**src/rtl/mult_acc_pkg.sv**
```systemverilog
// Shared types and constants for the multiply-accumulate block that follows
// the multiplier ALU.
package mult_acc_pkg;

   typedef enum logic [0:0] {
      ACCUM = 1'b0,
      HOLD  = 1'b1
   } acc_state_t;

   // Opcode on which the upstream ALU asserts din_valid.
   localparam logic [1:0] OP_MUL = 2'b11;

   localparam int CNT_W = 4;

endpackage

```
**src/rtl/mult_acc_satadd.sv**
```systemverilog
// Combinational AW-bit unsigned adder that clamps to all-ones on carry-out.
module mult_acc_satadd #(
   parameter int AW = 8
) (
   input  logic [AW-1:0] a,
   input  logic [AW-1:0] b,
   output logic [AW-1:0] sum,
   output logic          ovf
);

   logic [AW:0] full_sum;

   assign full_sum = {1'b0, a} + {1'b0, b};
   assign ovf      = full_sum[AW];

   // Carry-out forces every result bit high, giving 2^AW - 1.
   genvar gi;
   generate
      for (gi = 0; gi < AW; gi = gi + 1) begin : g_clamp
         assign sum[gi] = full_sum[gi] | ovf;
      end
   endgenerate

endmodule

```
**src/rtl/mult_accumulator.sv**
```systemverilog
// Accumulates blocks of up to N multiplier products into a saturating sum and
// offers each completed block on a valid/ready output.
module mult_accumulator
   import mult_acc_pkg::*;
#(
   parameter int PW = 6,
   parameter int N  = 4,
   parameter int AW = 8
) (
   input  logic             clk,
   input  logic             rst,
   input  logic [PW-1:0]    din,
   input  logic             din_valid,
   output logic             din_ready,
   input  logic             flush,
   output logic [AW-1:0]    dout,
   output logic             dout_valid,
   input  logic             dout_ready,
   output logic             sat,
   output logic [CNT_W-1:0] cnt
);

   localparam logic [CNT_W-1:0] N_CNT = CNT_W'(N);

   acc_state_t       state_reg;
   logic [AW-1:0]    acc_reg;
   logic [AW-1:0]    dout_reg;
   logic [CNT_W-1:0] cnt_reg;
   logic             sat_reg;

   logic [AW-1:0]    din_ext;
   logic [AW-1:0]    add_sum;
   logic             add_ovf;
   logic [CNT_W-1:0] cnt_next;
   logic             accept;

   assign din_ext  = AW'(din);
   assign cnt_next = cnt_reg + 1'b1;

   mult_acc_satadd #(
      .AW (AW)
   ) u_satadd (
      .a   (acc_reg),
      .b   (din_ext),
      .sum (add_sum),
      .ovf (add_ovf)
   );

   // Handshake flags come from the state register; only rst may gate them.
   assign din_ready  = (state_reg == ACCUM) && !rst;
   assign dout_valid = (state_reg == HOLD);
   assign accept     = din_valid && din_ready;

   always_ff @(posedge clk) begin
      if (rst) begin
         state_reg <= ACCUM;
         acc_reg   <= '0;
         dout_reg  <= '0;
         cnt_reg   <= '0;
         sat_reg   <= 1'b0;
      end else begin
         case (state_reg)
            ACCUM: begin
               if (accept) begin
                  acc_reg <= add_sum;
                  cnt_reg <= cnt_next;
                  if (add_ovf) begin
                     sat_reg <= 1'b1;
                  end
                  // A same-cycle flush closes the block after including this product.
                  if ((cnt_next == N_CNT) || flush) begin
                     dout_reg  <= add_sum;
                     state_reg <= HOLD;
                  end
               end else if (flush && (cnt_reg != '0)) begin
                  dout_reg  <= acc_reg;
                  state_reg <= HOLD;
               end
            end
            HOLD: begin
               if (dout_ready) begin
                  state_reg <= ACCUM;
                  acc_reg   <= '0;
                  cnt_reg   <= '0;
                  sat_reg   <= 1'b0;
               end
            end
            default: begin
               state_reg <= ACCUM;
            end
         endcase
      end
   end

   assign dout = dout_reg;
   assign sat  = sat_reg;
   assign cnt  = cnt_reg;

endmodule
```
**config.mk**
```make
export PLATFORM = sky130hd
export DESIGN_NAME = mult_accumulator
export DESIGN_NICKNAME = d
export VERILOG_FILES = /design/src/rtl/mult_acc_pkg.sv /design/src/rtl/mult_acc_satadd.sv /design/src/rtl/mult_accumulator.sv
export SDC_FILE = /design/constraint.sdc
export NUM_CORES = 1
export LEC_CHECK = 0
export CAP_MARGIN = 10
export CELL_PAD_IN_SITES_DETAIL_PLACEMENT = 1
export CELL_PAD_IN_SITES_GLOBAL_PLACEMENT = 1
export CORE_AREA = 2 2 80 82
export DETAILED_ROUTE_END_ITERATION = 10
export DIE_AREA = 0 0 82 84
export PLACE_DENSITY = 0.59
export SYNTH_ARGS = -nofsm -noshare
export SYNTH_HDL_FRONTEND = slang
export SYNTH_SLANG_ARGS = --single-unit
export TNS_END_PERCENT = 5
```
**constraint.sdc**
```tcl
create_clock -name clk -period 6.4 [get_ports clk]
set_clock_uncertainty 0.15 [all_clocks]
set_input_delay 1.28 -clock clk [delete_from_list [all_inputs] [get_ports clk]]
set_output_delay 1.28 -clock clk [all_outputs]
set_load 0.1 [all_outputs]
```
# ---- Word level (Yosys, flattened, before mapping)
# Index checks and enable logic that the tools add are counted.
dict set report totals {
  ff_bits 22
  latchBits 0
  mem_bits_rw 0
  romBits 0
  inputBits 11
  word_cells 49
  memories 0
}
dict set report op_classes {
  n_addsub 2
  n_mul 0
  div 0
  n_lt_le_gt_ge 0
  eq_ne 5
  shift 0
  mux 18
  bitwise 9
  n_reduce_logical 10
}
# cell count
set op_table {}
lappend op_table {{$mux 8} 5}
lappend op_table {{$pmux 8 s2} 1}
lappend op_table {{$add 8x6->9} 1}
lappend op_table {{$mux 4} 2}
lappend op_table {{$or 1x1->1} 8}
lappend op_table {{$pmux 4 s2} 1}
lappend op_table {{$mux 1} 7}
lappend op_table {{$reduce_and 3->1} 2}
lappend op_table {{$add 4x1->4 const B} 1}
lappend op_table {{$eq 4x3->1 const B} 1}
lappend op_table {{$ne 2x1->1 const B} 2}
lappend op_table {{$ne 2x2->1 const B} 2}
lappend op_table {{$pmux 1 s2} 2}
lappend op_table {{$reduce_bool 4->1} 1}
lappend op_table {{$logic_and 1x1->1} 3}
lappend op_table {{$reduce_and 2->1} 1}
lappend op_table {{$reduce_bool 2->1} 1}
lappend op_table {{$logic_not 1->1} 1}
lappend op_table {{$logic_or 1x1->1} 1}
lappend op_table {{$not 1->1} 1}

# ---- Longest topological paths before layout
# Gate-level depths: netlist of the first run.
dict set report depth {
  ltp_word 6
  depth_mapped 8
}

# ---- Hierarchy
# A second synthesis of the first run with hierarchy kept.
dict set report hier_totals {
  hier_cells 155
  area_unflattened_um2 1412.6
}
# mod n_inst cells_per_inst area_per_inst_um2 seq_area_each_um2
set modules_own_cells {}
lappend modules_own_cells {mult_accumulator 1 108 1046.0 440.4}
lappend modules_own_cells {mult_acc_satadd 1 47 366.6 0.0}

# ---- Worst setup path before layout of the first run
# OpenSTA, ideal clock, no wires.
dict set report synth_timing {
  path_kind {input -> output}
  from {input rst}
  to {output din_ready}
  t_arrival_ps 2724
  t_required_ps 4970
  setup_slack_ps 2246
  stages 2
  n_path_buf 1
  cell_sequence {clkbuf_1 > nor2_1}
}
dict set report synth_via {
  elab_chain_len 2
}
# element line_no
set synth_lines {}
lappend synth_lines {{start, declared} mult_accumulator.sv:11} ;# input logic rst,
lappend synth_lines {{$logic_not 1->1} mult_accumulator.sv:50} ;# assign din_ready = (state_reg == ACCUM) && !rst;
lappend synth_lines {{$logic_and 1x1->1} mult_accumulator.sv:50}
lappend synth_lines {{end, declared} mult_accumulator.sv:14} ;# output logic din_ready,
# Every way passes these cells.

# ---- Worst setup path in the final report of the first run
# Same ends and word-level chain as after synthesis.

==> flow_metrics.py, run 1 <==
metrics = {
    "timing": {
        "achievable_freq_ghz": 0.207,
        "rsz0062_at_grt": "no",
        "final-setup-viol-count": 0,
        "final.min_clock_period_ns": 4.82,
        "maxSlewHeadroom_pct": 32.8,
        "fin_tns_setup_ns": 0,
        "timing_worst_slew_pin_value_ns": 1.00,
        "final_hold_viol_count": 0,
        "layout_worst_path_cycle_share_pct": 75.4,
        "timing_max_transition_violations_final": 0,
    },
    "detailed_routing": {
        "postRouteAntennaNets": 0,
        "dr.pass1.iters": 4,
        "wl_mm": 4.00,
        "drt_via_density": 4.94,
        "detail_route.wl_per_cell_um": 14.9,
        "route.vias.total": 1329,
        "drcViolationCount": 0,
        "drt_first_iter_violations": 52,
    },
    "global_routing": {
        "vias_in_the_first_global_route": 1272,
        "grt_remaining_overflow": 0,
        "grt_start_max_net_pins": 17,
        "grt_pass1_wl_mm": 6.52,
        "antenna_found_initial": 0,
        "grt_use_total_pct": 12.3,
    },
    "critical_path": {
        "critPathKind": "input pin to output pin",
        "cpPeakStageDelay_ns": 1.15,
        "timing.rr.start": "acc_reg[0]$_SDFFE_PP0P_",
        "reg2reg_slack_ns": 3.96,
        "slowest_stage": "sky130_fd_sc_hd__clkdlybuf4s50_1",
        "r2r_end": "dout[2]$_SDFFE_PP0P_",
        "worst_ep_required_time_ns": 4.97,
        "timing.critical_path.arrival_ns": 3.39,
        "crit_family": "buffers and inverters",
        "path_cells": "clkdlybuf4s50_1, nor2_1, clkdlybuf4s50_1",
        "critical_path.endpoint_type": "output pin",
        "critPathMaxFanout": 16,
        "combined_buffer_and_inverter_count_along_the_critical_path": 2,
        "library_cell_appearing_most_often_on_the_critical_path": "sky130_fd_sc_hd__clkdlybuf4s50_1",
        "ff2ff_path_depth": 8,
        "critPathLaunchType": "input pin",
    },
    "clock_network": {
        "cts_max_level": 1,
        "cts_tree": "yes",
        "post_cts_resize_count": 0,
        "cts_setup_buffers": 0,
        "clock-sinks": 22,
        "cts-buffers-inserted": 3,
        "post_cts_hold_buffer_count": 0,
        "path_clk_slew_ns": 0.09,
        "deepest_clock_path_buffer_count": 2,
        "clock-root-buffer": "sky130_fd_sc_hd__clkbuf_8",
        "clkLatencyLatePin_ns": 0.27,
    },
    "cells_and_area": {
        "antennaDiodeCount": 0,
        "multi_input_comb_area_um2": 887,
        "area_added_between_synthesis_and_finish_pct": 27.9,
        "drive_gt1_share_pct": 6.25,
        "fillCellCount": 731,
        "nNetsFinal": 214,
        "area_of_all_sequential_standard_cells_um2": 440,
    },
    "floorplanning": {
        "design.die.area_um2": 6890,
        "core.rowCount": 29,
        "die-height_um": 84,
        "initial_core_util_pct": 23.0,
        "fp.dieW_um": 82,
        "ios": 26,
        "area_of_the_placeable_core_um2": 6100,
    },
    "power": {
        "p_leak_nw": 0.679,
        "vdd.ir_drop.worst_uv": 104,
        "post-layout-total-power_mw": 0.466,
        "power_density_nw_per_um2": 260,
    },
    "yosys": {
        "synth_compound_area_share_pct": 31.7,
        "synth_nets": 189,
        "post_synth_and_or_nand_nor_area_fraction_pct": 19.4,
        "mean_post_synth_cell_area_um2": 8.33,
        "synth.area.mux_share_pct": 2.14,
        "netlist.area_leader.share_pct": 31.5,
        "post_synth_instance_area_um2": 1400,
        "synth_top_cells_by_area": "sky130_fd_sc_hd__dfxtp_1 31%, sky130_fd_sc_hd__ha_1 8.0%, sky130_fd_sc_hd__a21oi_1 5.0%",
        "synth-warning-count": 0,
        "number_of_synthesized_flops_with_an_enable_pin": 0,
        "synth.lib_cells_used.distinct": 48,
        "ys_seq_elements": 22,
        "synth_flop_cell": "sky130_fd_sc_hd__dfxtp_1",
        "largest_family_of_logic_cells_by_synthesized_area": "compound AO/OA/AOI/OAI gates",
        "ys_async_sr_fraction_pct": 0,
        "synth_xor_xnor_area_share_pct": 0.626,
        "ys_seq_area_share_pct": 31.5,
        "syn_inst": 168,
        "synth-adder-area-share_pct": 9.47,
        "yosysTopAreaCell": "sky130_fd_sc_hd__dfxtp_1",
    },
    "worst_hold_path": {
        "worst_hold_path.endpoint": "sat$_SDFFE_PP0P_",
        "hp-class": "flip-flop to flip-flop",
        "worst_hold_startpoint": "sat$_SDFFE_PP0P_",
        "min_path_cells": 2,
    },
    "place": {
        "place.detailed.hpwl_mm": 3.04,
        "gp_routability_congestion": 0.790,
        "io_buffer_count": 25,
    },
    "run": {
        "cap_violations": 0,
    },
    "status": {
        "status": "completed",
    },
}
-- layout make-up --
type / count / share of cell area, %
tap: 77 / 5.38
timing repair buffer: 25 / 14.0
sequential: 22 / 24.6
multi-input combinational: 129 / 49.5
clock inverter: 1 / 1.68
clock buffer: 3 / 2.31
inverter: 12 / 2.52
-- layout by cell type, fill, tap and decap left out, types with 2 or more instances in the layout --
cell type / synthesis / layout
sky130_fd_sc_hd__a211oi_1: 8 / 8
sky130_fd_sc_hd__a21o_1: 7 / 7
sky130_fd_sc_hd__a21oi_1: 14 / 14
sky130_fd_sc_hd__a221oi_1: 2 / 2
sky130_fd_sc_hd__a22o_1: 2 / 2
sky130_fd_sc_hd__a311oi_1: 2 / 2
sky130_fd_sc_hd__clkbuf_8: 0 / 3
sky130_fd_sc_hd__clkdlybuf4s50_1: 0 / 25
sky130_fd_sc_hd__dfxtp_1: 22 / 22
sky130_fd_sc_hd__ha_1: 9 / 9
sky130_fd_sc_hd__inv_1: 12 / 12
sky130_fd_sc_hd__mux2i_1: 3 / 3
sky130_fd_sc_hd__nand2_1: 15 / 15
sky130_fd_sc_hd__nand2b_1: 3 / 3
sky130_fd_sc_hd__nand3_1: 2 / 2
sky130_fd_sc_hd__nor2_1: 11 / 11
sky130_fd_sc_hd__nor2b_1: 4 / 4
sky130_fd_sc_hd__nor3_1: 4 / 4
sky130_fd_sc_hd__o211ai_1: 2 / 2
sky130_fd_sc_hd__o21a_1: 3 / 3
sky130_fd_sc_hd__o21ai_0: 9 / 9
sky130_fd_sc_hd__o31a_1: 2 / 2
sky130_fd_sc_hd__o41ai_1: 2 / 2
sky130_fd_sc_hd__or3_1: 2 / 2
-- layer usage --
metal  vias to the layer above  share of wire (%)  track usage, %
met3                         4                3.1            2.38
met4                         0                1.0            2.73
met1                       634                 48            17.3
met5                         -                  0               0
met2                        19                 48            19.2
li1                        672                  -               -
-- cell families after synthesis --
kind of cell             count (synthesis)
multiplexers                             3
XOR/XNOR                                 1
buffers and inverters                   17
flip-flops                              22
adder cells (fa/ha/maj)                 10
AO/OA/AOI/OAI                           63
AND/OR/NAND/NOR                         52
-- report_power, final --
group | total [mW] | switching (mW) | internal (mW) | leakage [nW]
registers | 0.161 | 0.0124 | 0.149 | 0.180
clock network | 0.135 | 0.0516 | 0.0837 | 0.0357
logic | 0.170 | 0.115 | 0.0548 | 0.463
-- worst max-delay path by stage --
stage               from         to  slack, ns  cells past startpoint
floorplan            rst  din_ready       2.25                      2
global route         rst  din_ready       1.48                      3
global placement     rst  din_ready       1.55                      3
CTS                  rst  din_ready       1.57                      3
detailed placement   rst  din_ready       1.57                      3
finish               rst  din_ready       1.58                      3
-- stage by stage --
stage	hold slack (ns)	std cells	instance area (um2)	worst slack (ns)	utilization, %
final	0.295	269	1790	1.58	29.4
after global routing	0.325	269	1790	1.48	29.4
after CTS	0.300	269	1790	1.57	29.4
after detailed placement	0.286	265	1720	1.57	28.2
after global placement	0.283	265	1720	1.55	28.2
after floorplan	0.289	168	1400	2.25	-
-- synthesized netlist by cell type, types with 2 or more instances --
library cell / number
sky130_fd_sc_hd__or3_1: 2
sky130_fd_sc_hd__nor2_1: 11
sky130_fd_sc_hd__mux2i_1: 3
sky130_fd_sc_hd__nor2b_1: 4
sky130_fd_sc_hd__a211oi_1: 8
sky130_fd_sc_hd__clkbuf_1: 3
sky130_fd_sc_hd__nand2_1: 15
sky130_fd_sc_hd__a21oi_1: 14
sky130_fd_sc_hd__nand2b_1: 3
sky130_fd_sc_hd__dfxtp_1: 22
sky130_fd_sc_hd__o21ai_0: 9
sky130_fd_sc_hd__nor3_1: 4
sky130_fd_sc_hd__ha_1: 9
sky130_fd_sc_hd__a221oi_1: 2
sky130_fd_sc_hd__a22o_1: 2
sky130_fd_sc_hd__o21a_1: 3
sky130_fd_sc_hd__inv_1: 12
sky130_fd_sc_hd__a311oi_1: 2
sky130_fd_sc_hd__o211ai_1: 2
sky130_fd_sc_hd__o41ai_1: 2
sky130_fd_sc_hd__a21o_1: 7
sky130_fd_sc_hd__nand3_1: 2
sky130_fd_sc_hd__o31a_1: 2
-- tightest hold or removal path, cell delays in order, from the launching register on --
cell and delay, ns:
sky130_fd_sc_hd__dfxtp_1 0.32, sky130_fd_sc_hd__nand2_1 0.05, sky130_fd_sc_hd__nand2_1 0.04
No activity file was read; power rests on OpenSTA's default activity.
==> run 2: changes to the inputs <==
==> constraint.sdc (replaced) <==
create_clock -name clk -period 4.8 [get_ports clk]
set_clock_uncertainty 0.15 [all_clocks]
set_input_delay 0.96 -clock clk [delete_from_list [all_inputs] [get_ports clk]]
set_output_delay 0.96 -clock clk [all_outputs]
set_load 0.1 [all_outputs]
==> run 2 against run 1 <==
Against the previous run: worst hold slack improved by 0.025 ns; critical path depth fell by 2; wire length grew 3.2%; setup slack improved by 0.0015 ns; largest power group unchanged; highest routed layer unchanged; core utilization rose by 0.21 points; clock power is 33% higher; first-iteration DRC count is 5.8% lower; critical path type is now flip-flop to output pin; global-route usage increased by 0.50 points; sequential cell count did not move; non-clock buffer count is 2 higher.
==> flow_metrics.py, run 2 (same netlist as run 1, synthesis figures left out) <==
metrics = {
    "status": {
        "status": "completed",
    },
    "cells_and_area": {
        "antennaDiodeCount": 0,
        "drive_gt1_share_pct": 7.73,
        "fillCellCount": 711,
        "nNetsFinal": 216,
        "area_added_between_synthesis_and_finish_pct": 28.8,
        "most_common_library_cell_in_the_layout_ignoring_fill_and_taps": "sky130_fd_sc_hd__clkdlybuf4s50_1",
        "layout.cells.most_common_list": "24 x sky130_fd_sc_hd__clkdlybuf4s50_1, 22 x sky130_fd_sc_hd__dfxtp_1, 15 x sky130_fd_sc_hd__nand2_1",
        "post-route-cell-area_um2": 1800,
    },
    "clock_network": {
        "clkLatencyLatePin_ns": 0.27,
        "post_cts_resize_count": 0,
        "cts_max_level": 1,
        "clock-sinks": 22,
        "clock-root-buffer": "sky130_fd_sc_hd__clkbuf_8",
        "cts_setup_buffers": 0,
        "post_cts_hold_buffer_count": 0,
        "cts-buffers-inserted": 3,
        "cts_tree": "yes",
        "path_clk_slew_ns": 0.08,
        "deepest_clock_path_buffer_count": 2,
    },
    "timing": {
        "achievable_freq_ghz": 0.310,
        "timing_max_transition_violations_final": 0,
        "timing.final.ws_setup_ns": 1.58,
        "maxSlewHeadroom_pct": 34.7,
        "timing_worst_slew_pin_value_ns": 0.976,
        "layout_worst_path_cycle_share_pct": 67.1,
        "whs_ns": 0.320,
        "final.min_clock_period_ns": 3.22,
        "final_hold_viol_count": 0,
        "fin_tns_setup_ns": 0,
        "final-setup-viol-count": 0,
        "rsz0062_at_grt": "no",
    },
    "place": {
        "gp_routability_congestion": 0.792,
        "io_buffer_count": 25,
        "place.detailed.hpwl_mm": 3.22,
        "placedInstanceArea_um2": 1730,
        "dp_slack_ns": 1.41,
    },
    "floorplanning": {
        "core.rowCount": 29,
        "die-height_um": 84,
        "area_of_the_placeable_core_um2": 6100,
        "initial_core_util_pct": 23.0,
        "fp.dieW_um": 82,
        "design.die.area_um2": 6890,
        "ios": 26,
    },
    "worst_hold_path": {
        "worst_hold_path.endpoint": "dout[6]$_SDFFE_PP0P_",
        "hp-class": "flip-flop to flip-flop",
        "min_path_cells": 2,
        "worst_hold_startpoint": "dout[6]$_SDFFE_PP0P_",
    },
    "critical_path": {
        "timing.rr.start": "acc_reg[0]$_SDFFE_PP0P_",
        "critical_path.endpoint_type": "output pin",
        "setup.worst_path.start": "dout_valid$_SDFF_PP0_",
        "slowest_stage": "sky130_fd_sc_hd__clkdlybuf4s50_1",
        "critPathMaxFanout": 13,
        "ff2ff_path_depth": 8,
        "critPathKind": "flip-flop to output pin",
        "path_cells": "clkdlybuf4s50_1",
        "cpPeakStageDelay_ns": 1.23,
        "critPathLaunchType": "flip-flop",
        "reg2reg_slack_ns": 2.51,
        "r2r_end": "dout[2]$_SDFFE_PP0P_",
        "timing.critical_path.arrival_ns": 2.11,
        "worst_ep_required_time_ns": 3.69,
        "crit_family": "buffers and inverters",
        "combined_buffer_and_inverter_count_along_the_critical_path": 1,
    },
    "global_routing": {
        "grt_most_used_layer": "met2",
        "grt_remaining_overflow": 0,
        "grt_use_total_pct": 12.8,
        "globalRouteMet1Util_pct": 17.7,
        "grt_start_max_net_pins": 17,
        "vias_in_the_first_global_route": 1318,
        "groute.layer.met2.usage_pct": 20.6,
        "antenna_found_initial": 0,
        "grt.met3_usage_pct": 1.95,
        "grt_pass1_wl_mm": 6.84,
    },
    "detailed_routing": {
        "dr.pass1.iters": 4,
        "wl_mm": 4.12,
        "route.vias.total": 1321,
        "detail_route.wl_per_cell_um": 15.2,
        "postRouteAntennaNets": 0,
        "drcViolationCount": 0,
        "drt_via_density": 4.87,
        "drt_first_iter_violations": 49,
    },
    "power": {
        "p_leak_nw": 0.690,
        "vdd.ir_drop.worst_uv": 119,
        "power_density_nw_per_um2": 346,
    },
    "run": {
        "cap_violations": 0,
    },
}
## run 2: cell count changes in the layout (fill, tap and decap cells not counted), sizes merged
cell and delta:
buf +3, clkdlybuf4s50 -1
## run 2: worst max-delay path by stage
stage / depth (start not counted) / endpoint / slack (ns)
after floorplan: 2 / din_ready / 1.29
after global placement: 9 / dout[6]$_SDFFE_PP0P_ / 1.48
after detailed placement: 9 / dout[2]$_SDFFE_PP0P_ / 1.41
after CTS: 1 / dout_valid / 1.55
after global routing: 1 / dout_valid / 1.50
final: 1 / dout_valid / 1.58
## run 2: tightest hold or removal path, stage by stage (launching register included)
cell and delay, ns:
sky130_fd_sc_hd__dfxtp_1 0.32, sky130_fd_sc_hd__nand2_1 0.05, sky130_fd_sc_hd__mux2i_1 0.06
## run 2: through the flow
step / instances / power (mW) / util, %
3_5_place_dp: 267 / 0.450 / 28.4
4_1_cts: 271 / 0.628 / 29.6
5_1_grt: 271 / 0.656 / 29.6
3_3_place_gp: 267 / 0.448 / 28.4
2_1_floorplan: 168 / 0.388 / -
6_report: 271 / 0.624 / 29.6
## run 2: per-layer routing
metal  vias up  share of wire, %  routed length (um)
met5         -                 0                   0
met4         0              0.65                  27
met3         2               2.6                 106
met2        14                47                1930
met1       630                50                2060
li1        675                 -                   -
## run 2: layout make-up
class / instances / area (um2) / area share (%)
Multi-Input combinational cell: 129 / 887 / 49.2
Sequential cell: 22 / 440 / 24.4
Timing Repair Buffer: 27 / 263 / 14.6
Tap cell: 77 / 96.3 / 5.34
Inverter: 12 / 45.0 / 2.50
Clock buffer: 3 / 41.3 / 2.29
Clock inverter: 1 / 30.0 / 1.67
## run 2: power breakdown
part | internal [mW] | total (mW) | switching [mW] | leakage (nW)
sequential | 0.199 | 0.215 | 0.0168 | 0.180
combinational | 0.0743 | 0.229 | 0.155 | 0.474
clock | 0.111 | 0.179 | 0.0677 | 0.0357
